[config.mk]
export PLATFORM = sky130hd
export DESIGN_NAME = controle_multiciclo
export DESIGN_NICKNAME = d
export VERILOG_FILES = /design/src/rtl/ctrl_pkg.sv /design/src/rtl/decod_classe.sv /design/src/rtl/controle_multiciclo.sv
export SDC_FILE = /design/constraint.sdc
export NUM_CORES = 1
export LEC_CHECK = 0
export ABC_AREA = 1
export ABC_CLOCK_PERIOD_IN_PS = 1290
export BUFFER_PORTS_ARGS = -buffer_cell sky130_fd_sc_hd__buf_2
export CELL_PAD_IN_SITES_DETAIL_PLACEMENT = 1
export CELL_PAD_IN_SITES_GLOBAL_PLACEMENT = 2
export CORE_UTILIZATION = 23
export CTS_CLUSTER_SIZE = 24
export DETAILED_ROUTE_END_ITERATION = 10
export GPL_TIMING_DRIVEN = 0
export PLACE_DENSITY = 0.79
export SYNTH_ARGS = -nofsm -noshare
export SYNTH_HDL_FRONTEND = slang
export SYNTH_SLANG_ARGS = --single-unit
export TNS_END_PERCENT = 20
[constraint.sdc]
create_clock -name clk -period 1.29 [get_ports clk]
set_input_delay 0.1935 -clock clk [delete_from_list [all_inputs] [get_ports clk]]
set_output_delay 0.1935 -clock clk [all_outputs]
set_load 0.05 [all_outputs]
[src/rtl/ctrl_pkg.sv]
// Shared constants and types for the multi-cycle TP-OC2 controller.
package ctrl_pkg;

  localparam logic [3:0] OP_JMP = 4'd11;
  localparam logic [3:0] OP_BR  = 4'd12;
  localparam logic [3:0] OP_MUL = 4'd13;

  typedef enum logic [1:0] {
    FETCH = 2'd0,
    EXEC  = 2'd1,
    MULW  = 2'd2,
    WB    = 2'd3
  } state_t;

  localparam logic [1:0] FC_SEQ = 2'b00;
  localparam logic [1:0] FC_BR  = 2'b01;
  localparam logic [1:0] FC_JMP = 2'b10;

  localparam logic [1:0] UB_REG = 2'b00;
  localparam logic [1:0] UB_IMM = 2'b10;

  // One-hot opcode class
  typedef struct packed {
    logic rr;
    logic imm;
    logic jmp;
    logic br;
    logic mul;
    logic ill;
  } classe_t;

endpackage

[src/rtl/decod_classe.sv]
// Opcode -> one-hot class decoder; shared with the pipelined controller.
module decod_classe
  import ctrl_pkg::*;
#(
  parameter logic [3:0] MUL_OPCODE = OP_MUL
) (
  input  logic [3:0] opcode,
  output classe_t    classe
);

  // MUL_OPCODE takes priority so the multiplier can be remapped
  always_comb begin
    classe = '0;
    if (opcode == MUL_OPCODE) begin
      classe.mul = 1'b1;
    end else begin
      case (opcode)
        4'd0, 4'd1, 4'd3, 4'd4, 4'd5:         classe.rr  = 1'b1;
        4'd2, 4'd6, 4'd7, 4'd8, 4'd9, 4'd10:  classe.imm = 1'b1;
        OP_JMP:                               classe.jmp = 1'b1;
        OP_BR:                                classe.br  = 1'b1;
        default:                              classe.ill = 1'b1;
      endcase
    end
  end

endmodule

[src/rtl/controle_multiciclo.sv]
// Multi-cycle control FSM: FETCH -> EXEC -> [MULW] -> WB, with a guarded
// start/done handshake to the external multiplier.
module controle_multiciclo
  import ctrl_pkg::*;
#(
  parameter logic [3:0] MUL_OPCODE  = OP_MUL,
  parameter int         MUL_TIMEOUT = 16,
  parameter int         CNT_W       = 5
) (
  input  logic       clk,
  input  logic       rst,
  input  logic [3:0] opcode,
  input  logic       imem_ready,
  input  logic       mul_done,
  output logic       EscIR,
  output logic       EscCP,
  output logic       EscCondCP,
  output logic [1:0] FonteCP,
  output logic [3:0] ULA_OP,
  output logic       ULA_A,
  output logic [1:0] ULA_B,
  output logic       flagimm,
  output logic       EscReg,
  output logic       mul_start,
  output logic       busy,
  output logic       erro_mul,
  output logic       ilegal
);

  state_t           state;
  logic [CNT_W-1:0] cnt;
  logic             mul_to;   // current MUL ended by timeout: suppress WB write
  classe_t          cls;
  logic             tmo;

  decod_classe #(.MUL_OPCODE(MUL_OPCODE)) u_dec (
    .opcode (opcode),
    .classe (cls)
  );

  assign tmo = (cnt == CNT_W'(MUL_TIMEOUT - 1));

  // State sequencing, multiplier handshake and timeout bookkeeping
  always_ff @(posedge clk or negedge rst) begin
    if (!rst) begin
      state     <= FETCH;
      cnt       <= '0;
      mul_to    <= 1'b0;
      mul_start <= 1'b0;
      erro_mul  <= 1'b0;
    end else begin
      mul_start <= 1'b0;
      case (state)
        FETCH: if (imem_ready) state <= EXEC;
        EXEC: begin
          if (cls.mul) begin
            state     <= MULW;
            mul_start <= 1'b1;
          end else begin
            state <= WB;
          end
        end
        MULW: begin
          // done wins over a simultaneous timeout
          if (mul_done) begin
            state <= WB;
            cnt   <= '0;
          end else if (tmo) begin
            state    <= WB;
            cnt      <= '0;
            mul_to   <= 1'b1;
            erro_mul <= 1'b1;
          end else begin
            cnt <= cnt + 1'b1;
          end
        end
        WB: begin
          state  <= FETCH;
          mul_to <= 1'b0;
        end
        default: state <= FETCH;
      endcase
    end
  end

  // Datapath controls decoded from state and opcode class; all held low in reset
  always_comb begin
    EscIR     = 1'b0;
    EscCP     = 1'b0;
    EscCondCP = 1'b0;
    FonteCP   = FC_SEQ;
    ULA_OP    = 4'd0;
    ULA_A     = 1'b0;
    ULA_B     = UB_REG;
    flagimm   = 1'b0;
    EscReg    = 1'b0;
    busy      = 1'b0;
    ilegal    = 1'b0;
    if (rst) begin
      case (state)
        FETCH: EscIR = imem_ready;
        EXEC: begin
          busy   = 1'b1;
          ULA_OP = opcode;
          ULA_A  = cls.rr | cls.imm | cls.mul;
          if (cls.imm) begin
            ULA_B   = UB_IMM;
            flagimm = 1'b1;
          end
          ilegal = cls.ill;
        end
        MULW: begin
          busy   = 1'b1;
          ULA_OP = opcode;
          ULA_A  = 1'b1;
          ULA_B  = UB_REG;
        end
        WB: begin
          busy      = 1'b1;
          ULA_OP    = opcode;
          EscCP     = 1'b1;
          EscCondCP = cls.br;
          FonteCP   = cls.jmp ? FC_JMP : (cls.br ? FC_BR : FC_SEQ);
          EscReg    = (cls.rr | cls.imm | cls.mul) & ~mul_to;
        end
        default: ;
      endcase
    end
  end

endmodule

==> results of run 1 <==
==> routing by layer <==
metal	up-vias	share of wire, %	routed length (µm)
li1	385	-	-
met1	350	42	879
met2	23	53	1100
met3	4	3.6	74
met4	0	1.0	21
met5	-	0	0
==> per-stage QoR <==
stage | setup WS [ps] | std cells | instance area [µm²]
floorplan | -512 | 103 | 862
global placement | -321 | 171 | 1040
detailed placement | -322 | 171 | 1040
CTS | -504 | 180 | 1190
global route | -568 | 181 | 1230
finish | -484 | 181 | 1230
==> what timing repair did <==
action	4_1_cts	5_1_grt
resized for setup	26	8
pin swaps	3	3
hold buffers	1	0
endpoints found under the setup margin	23	24
endpoints found under the hold margin	10	0
gates cloned	0	0
buffers inserted	4	1
==> cell families after synthesis <==
kind of cell / after synthesis / synth area share, %
AOI/OAI and AO/OA: 11 / 7.85
xor gates and xnor gates: 1 / 1.17
adders and majority gates: 6 / 10.0
buffers and inverters: 22 / 12.0
DFF: 10 / 33.4
other: 1 / 0.500
and+or+nand+nor: 52 / 35.1
==> flip-flops by register name, summed over array words and instances (netlist names) <==
signal	cells
mul_start	1
state	2
mul_to	1
cnt	5
erro_mul	1
==> final cells by class <==
type / instances / area, µm² / area share [%]
repair buffers: 30 / 259 / 21.0
clock buffers: 4 / 36.3 / 2.94
well taps: 44 / 55.1 / 4.46
flip-flops and latches: 10 / 251 / 20.4
plain buffers: 2 / 18.8 / 1.52
multi-input cells: 71 / 532 / 43.1
inverters: 20 / 81.3 / 6.59
==> power groups by stage <==
| stage | Clock, µW | Combinational, µW | Sequential [µW] |
|---|---|---|---|
| finish | 289 | 1470 | 508 |
| global route | 319 | 1620 | 526 |
| CTS | 296 | 1400 | 520 |
| detailed placement | 0 | 1200 | 531 |
| global placement | 0 | 1170 | 525 |
| floorplan | 0 | 958 | 504 |
==> worst min path at each step <==
| stage | start | to | slack [ps] | cells after the start |
|---|---|---|---|---|
| after detailed placement | rst | cnt[1] | 120 | 1 |
| after global routing | opcode[0] | mul_start | 260 | 3 |
| after global placement | rst | cnt[2] | 120 | 1 |
| after CTS | opcode[0] | mul_start | 240 | 3 |
| after floorplan | rst | cnt[0] | -100 | 0 |
| final | opcode[0] | mul_start | 240 | 3 |
==> cells in the mapped netlist, drive strengths merged <==
master  count  area [µm²]
nand2      26         108
dfrtp      10         250
a22o        1        8.76
inv        20        75.1
nor3        1        5.00
conb        1        3.75
or2         1        6.26
nor2       14        76.3
nand4       1        6.26
buf         2        15.0
o21ai       4        20.0
xor2        1        8.76
ha          6        75.1
nor4        3        18.8
a21oi       6        30.0
nor3b       1        7.51
nand3       5        35.0
==> worst max-delay path, stage by stage, from the launching register on <==
cell and delay [ps]:
sky130_fd_sc_hd__dfrtp_1 420, sky130_fd_sc_hd__inv_2 120, sky130_fd_sc_hd__ha_4 160, sky130_fd_sc_hd__nand2_4 60
sky130_fd_sc_hd__nor4_4 280, sky130_fd_sc_hd__buf_6 150, sky130_fd_sc_hd__buf_8 130
==> results.txt, run 1 <==
- Die span in x: 59.1 µm
- The number of antenna diodes in the final layout is 0.
* Number of top-level design ports: 26
- Depth of the most critical reg-to-reg path: 7
- Vias per inst: 4.21
- Total track usage: 13.9%
- Setup repair after global routing could not meet its margin everywhere.
- Per report_power, the clock group accounts for 12.8% of the total.
- The via count of the first global-routing pass came to 763.
- Post-synthesis sequential area ratio: 33.4%
- Logic gate share of total power: 64.8%
- TritonCTS Buffers: 3
* Area delta synth->final: 64.6%
- For this run, global-route usage on met3 was measured as 1.97%.
- For this run, design rule violations remaining after detail routing come to 0.
- Internal power: 1150 µW
* Class of the worst hold path: primary input to flop
- Buffers placed on the I/O ports in this run total 24.
- In the final routed layout, each cell accounts on average for 11.5 µm.
* Root Buffer Master: sky130_fd_sc_hd__clkbuf_4
- Clock input transition at the sequential cells of the worst setup and hold paths: 70 ps
- Placeable core region: 3080 µm²
- Endpoint type of the worst setup path: output pin
* Fill cell count: 375
* Worst Hold Margin: 245 ps
- Maximum net fanout on the critical path: 4
* Final nets: 152
- Data arrival time of the critical path: 1580 ps
* Setup ws final: -484 ps
- Count of clock tree sinks: 10
- Maximum root-to-sink buffer count: 2
- Number of antenna-violating nets in the routed design: 0
- In the synthesized netlist, the number of instances is 103.
- The critical path is of the flop to output pin type.
- Leaving out fill and tap cells, the most frequent cell in the layout is sky130_fd_sc_hd__nand2_1.
- Routability-driven placement finished with a final weighted congestion of 0.737.
- The die is 59.1 µm tall.
- The final reports fail on negative setup slack.
* Dpl hpwl: 1560 µm
- IR Drop Worst-Case VDD: 728 µV
- Total power: 2260 µW
- Share of layout cells above drive strength 1: 46.0%
- The critical path ends at ULA_B[1].
- RR Startpoint: state[0]
- Tcrit/Tclk final: 137%
* Register bit total from synthesis: 10
- Global routing used 17.1% of the available met1 tracks.
- The endpoint identified for the worst register-to-register timing path is state[0].
- The Yosys step of the flow raised 0 warnings.
- Switching part of the total: 49.2%
- Summed over all layers, the routed wires come to 2080 µm.
* Row cnt: 20
- At the worst endpoint, the required time is 1100 ps.
- Worst reg2reg setup slack: -50 ps
- Maximum number of pins on one net before global-route repair: 11
- Netlist cell types: 23
- Across all layers, the routed design uses 762 vias.
- The flow ran to the end, but the final reports show violations.
- Final Hold Vio Count: 0
* Total global routing overflow: 0
- The number of pins with negative max-slew slack in the final report came to 0.
- Highest-utilization routing layer at the global route stage: met2
- After synthesis, the mean cell area works out to 7.28 µm².
- Maximum frequency from static timing analysis: 564 MHz
* Violation count after the first detailed-routing iteration: 12
* Global-route wire length before repair: 3650 µm
* Number of antenna violations at the first check in global routing: 0
- Measured on the finished design, the core utilization comes to 40.1%.
- The tool flagged a number of max-cap violations equal to 0.
* Launching instance or port of the critical path: state[1]
- Per report_power, the sequential group accounts for 22.5% of the total.
- Launching element type of the critical path: flop
- In this run the number of H-tree levels came out at 1.
- Area enclosed by the die boundary: 3490 µm²
* Most used cells in the layout excluding fill and tap cells: sky130_fd_sc_hd__nand2_1 (21), sky130_fd_sc_hd__inv_1 (16), sky130_fd_sc_hd__buf_6 (10), sky130_fd_sc_hd__buf_2 (10), sky130_fd_sc_hd__dfrtp_1 (9)
* # setup viols final: 19
* Clock Skew: 0.996 ps
- Summed over all nets, the switching power comes to 1110 µW.
* Fin crit period: 1770 ps
* Met2 demand-to-capacity share in global routing: 25.2%
- Synthesis produced a netlist with a net count of 117.
* Clock latency reported for the late side of the worst-skew pair: 260 ps
* Final-layout setup total negative slack: -5580 ps
- Mapped cell area: 749 µm²
- Starting Density: 24.3%
- DRT Pass-1 Iters: 3
- For this design the ratio of total power to cell area is 1830 nW/µm².
- Summed over all cells, the static leakage comes to 0.000604 µW.
- Clock tree from TritonCTS: built
Note: power is estimated with default switching activity, not from simulation.
==> inputs of run 2 (changes only) <==
--- a/config.mk
+++ b/config.mk
@@ -6,14 +6,13 @@
 export NUM_CORES = 1
 export LEC_CHECK = 0
-export ABC_AREA = 1
 export ABC_CLOCK_PERIOD_IN_PS = 1290
 export BUFFER_PORTS_ARGS = -buffer_cell sky130_fd_sc_hd__buf_2
 export CELL_PAD_IN_SITES_DETAIL_PLACEMENT = 1
 export CELL_PAD_IN_SITES_GLOBAL_PLACEMENT = 2
-export CORE_UTILIZATION = 23
+export CORE_UTILIZATION = 25
 export CTS_CLUSTER_SIZE = 24
 export DETAILED_ROUTE_END_ITERATION = 10
 export GPL_TIMING_DRIVEN = 0
-export PLACE_DENSITY = 0.79
+export PLACE_DENSITY = 0.78
 export SYNTH_ARGS = -nofsm -noshare
 export SYNTH_HDL_FRONTEND = slang
==> constraint.sdc (replaced) <==
create_clock -name clk -period 1.29 [get_ports clk]
set_input_delay 0.129 -clock clk [delete_from_list [all_inputs] [get_ports clk]]
set_output_delay 0.129 -clock clk [all_outputs]
set_load 0.05 [all_outputs]
==> results.txt, run 2 <==
* Clock Skew: 5.27 ps (+4.28 ps)
- Count of vias placed by the detailed router: 692 (-9.2%)
* Via count of the first global-routing pass: 768 (+0.66%)
- In this run the worst hold path is classified as primary input to flop.
- The number of design-rule violations left by the first detailed-router iteration is 6 (-6).
- Final Hold Vio Count: 0 (unchanged)
- The path with the worst hold slack has its endpoint at mul_start.
- The net count after synthesis came to 91 (-22%).
* Most used flip-flop cell after synthesis: sky130_fd_sc_hd__dfrtp_1
- Vias per inst: 5.01 (+19%)
* Post-synth top area share: 33.5% (+0.11 points)
- The number of pins with negative max-slew slack in the final report is 0 (unchanged).
* Met3 global-route usage: 4.15% (+2.2 points)
- The static leakage came to 0.000570 µW (-5.6%).
- The met1 demand-to-capacity share in global routing was 17.1% (-0.023 points).
- Leading cell types by count after synthesis: sky130_fd_sc_hd__dfrtp_1 (10), sky130_fd_sc_hd__nand2_1 (7), sky130_fd_sc_hd__ha_1 (6), sky130_fd_sc_hd__inv_1 (6), sky130_fd_sc_hd__and2_1 (4)
- Worst reg2reg setup slack: -310 ps (-260 ps)
* Max reg flops: 5 (unchanged)
- DP Area: 1040 µm² (+0.24%)
- Final Instance Area: 1290 µm² (+4.6%)
- The fraction of layout instances using a drive strength above 1 is 63.6% (+18 points).
* Register bit total from synthesis: 10 (unchanged)
- DRT Pass-1 Iters: 2 (-1)
- The HPWL after detailed placement is 1490 µm (-4.4%).
* Area delta synth->final: 72.7%
- The initial core utilization is 26.6% (+2.3 points).
- The critical path arrival is 1540 ps (-40 ps).
- Post-synth top area cell: sky130_fd_sc_hd__dfrtp_1
- The total CTS buffers is 3 (unchanged).
* Count of clock tree sinks: 10 (unchanged)
- The worst setup path is captured at an output pin.
* Pin slew with the least headroom to its limit: 506 ps
- The cell row count came to 19 (-5.0%).
- Most used cells in the layout excluding fill and tap cells: sky130_fd_sc_hd__buf_6 (12), sky130_fd_sc_hd__dfrtp_1 (8), sky130_fd_sc_hd__buf_2 (8)
- Top reg by flops: cnt
- The clock slew at the register clock pins of the worst setup and hold paths is 70 ps (about the same).
- Depth of the most critical reg-to-reg path: 6 (-1)
* Number of top-level design ports: 26 (unchanged)
- WL final: 2250 µm (+8.2%)
* Run status: complete, but fails checks
* IR Drop Worst-Case VDD: 836 µV (+15%)
- The most common cell in the synthesized netlist is sky130_fd_sc_hd__dfrtp_1.
- Maximum root-to-sink buffer count: 2 (unchanged)
- Endpoint of the most critical register-to-register path: state[1]
- The floorplan core area came to 2810 µm² (-8.9%).
* Number of antenna violations at the first check in global routing: 0 (unchanged)
- Highest-utilization routing layer at the global route stage: met2
- Total power: 2590 µW (+15%)
- The overall track demand over capacity in global routing is 15.1% (+1.2 points).
- The shortest period the worst path allows came to 1670 ps (-108 ps).
- Clock latency reported for the late side of the worst-skew pair: 270 ps (about the same)
- The die boundary width was 56.7 µm (-4.1%).
- Post-synthesis instance total: 77 (-25%)
- The area of the die was 3210 µm² (-8.0%).
- Number of flops mapped to enable cells by yosys: 0 (unchanged)
* Launching element type of the critical path: flop
- Measured against its own limit, the worst slew margin works out to 66.1%.
* Met2 demand-to-capacity share in global routing: 26.4% (+1.2 points)
* Mapped cell area: 747 µm² (-0.33%)
* Netlist cell types: 36 (+57%)
- H-tree lvl count: 1 (unchanged)
- The setup violation total in the final timing report was 22 (+3).
- The number of port buffers is 23 (-4.2%).
- The checks that failed: negative setup slack.
* Post-synthesis sequential area ratio: 33.5% (+0.11 points)
- Setup ws final: -376 ps (+108 ps)
- The count of yosys warnings during synthesis came to 0 (unchanged).
* Maximum number of pins on one net before global-route repair: 11 (unchanged)
- Number of antenna-violating nets in the routed design: 0 (unchanged)
- The average instance area after synthesis came to 9.70 µm² (+33%).
- The highest clock rate was 600 MHz (+6.5%).
* Setup repair after global routing missed its margin: yes
- In this run the clock root is driven by a sky130_fd_sc_hd__clkbuf_4.
* Number of antenna repair diodes: 0 (unchanged)
- Count of cells along the worst hold path: 2 (-1)
- Tcrit/Tclk final: 129% (-8.4 points)
- Total DRC errors in the routed layout: 0 (unchanged)
- The overflow left after global routing was 0 (unchanged).
- Max_cap viols: 0 (unchanged)
- The startpoint identified for the worst register-to-register timing path is state[1].
- Die height: 56.7 µm (-4.1%)
* Startpoint of the most critical hold path: opcode[1]
- The final net count is 122 (-20%).
* Most common cell after layout, fill and taps aside: sky130_fd_sc_hd__buf_6
* Routability congestion estimate: 0.691 (-6.2%)
- Per-cell routed wire length: 16.3 µm (+42%)
- Power density normalized to cell area: 2010 nW/µm² (+9.6%)
- Fraction of registers with async set/reset: 100% (unchanged)
- The largest registers in the layout are cnt: 5 flops, state: 2 flops.
* Global-route wire length before repair: 3640 µm (-0.19%)
- After synthesis, the cell types taking the most area are sky130_fd_sc_hd__dfrtp_1 (34%), sky130_fd_sc_hd__ha_1 (10%), sky130_fd_sc_hd__mux2_4 (4.0%).
- Setup CP Type: flop to output pin
* Clock tree from TritonCTS: built
* Worst endpoint required time: 1160 ps (+60 ps)
- Maximum net fanout on the critical path: 10 (+6)
- The number of filler cells placed in the layout was 322 (-14%).
-- run 2: what timing repair did --
item,4_1_cts,5_1_grt
setup buffers,0,2
hold endpoints to repair,10,0
resized for setup,41,11
pin swaps,5,5
endpoints found under the setup margin,21,22
hold buffers,1,0
-- run 2: cell families (layout without fill, tap and decap cells) --
| logic type | count (synthesis) | count (layout) | share of synthesized area, % |
|---|---|---|---|
| buffers and inverters | 10 | 40 | 8.04 |
| muxes | 5 | 5 | 8.21 |
| and+or+nand+nor | 29 | 29 | 23.6 |
| xor gates and xnor gates | 1 | 1 | 1.17 |
| DFF | 10 | 10 | 33.5 |
| adders and majority gates | 6 | 6 | 10.0 |
| other | 1 | 1 | 0.502 |
| AOI/OAI and AO/OA | 15 | 15 | 14.9 |
-- run 2: layout make-up --
type	instances	area [µm²]	share of cell area, %
inverters	6	31.3	2.42
flip-flops and latches	10	253	19.6
plain buffers	4	45.0	3.49
well taps	31	38.8	3.01
multi-input cells	57	626	48.5
clock buffers	4	36.3	2.81
repair buffers	26	260	20.2
-- run 2: how the worst max path moves through the flow --
| stage | start | end | slack [ps] | depth (start not counted) |
|---|---|---|---|---|
| 2_1_floorplan | state[1] | ULA_B[1] | -190 | 5 |
| 3_3_place_gp | state[0] | state[1] | -250 | 6 |
| 3_5_place_dp | state[0] | state[1] | -270 | 6 |
| 4_1_cts | state[1] | ULA_A | -380 | 5 |
| 5_1_grt | state[1] | ULA_A | -430 | 5 |
| 6_report | state[1] | ULA_A | -380 | 5 |
-- run 2: through the flow --
stage,utilization (%),hold WS [ps],setup WS [ps],setup TNS (ps),cells
2_1_floorplan,-,-167,-186,-1670,77
3_3_place_gp,37.1,77.4,-254,-1910,131
3_5_place_dp,37.1,74.0,-270,-2140,131
4_1_cts,43.7,77.8,-378,-5010,136
5_1_grt,46.0,83.1,-435,-6500,138
6_report,46.0,88.1,-376,-5040,138
-- run 2: routing by layer --
metal / routed length [µm] / up-vias / part of all wire, %
li1: - / 329 / -
met1: 896 / 340 / 40
met2: 1230 / 19 / 55
met3: 93 / 4 / 4.1
met4: 23 / 0 / 1.0
met5: 0 / - / 0
-- run 2: critical path, cell delays in order, from the launching register on --
cell,delay [ps]
sky130_fd_sc_hd__dfrtp_2,460
sky130_fd_sc_hd__buf_6,140
sky130_fd_sc_hd__ha_4,150
sky130_fd_sc_hd__buf_8,130
sky130_fd_sc_hd__o211a_1,230
sky130_fd_sc_hd__buf_6,160
-- run 2: power by group --
| group | leakage [µW] | switching, µW | internal, µW | total, µW |
|---|---|---|---|---|
| Combinational | 0.000422 | 920 | 787 | 1710 |
| Sequential | 0.000127 | 165 | 429 | 594 |
| Clock | 0.0000210 | 120 | 172 | 291 |
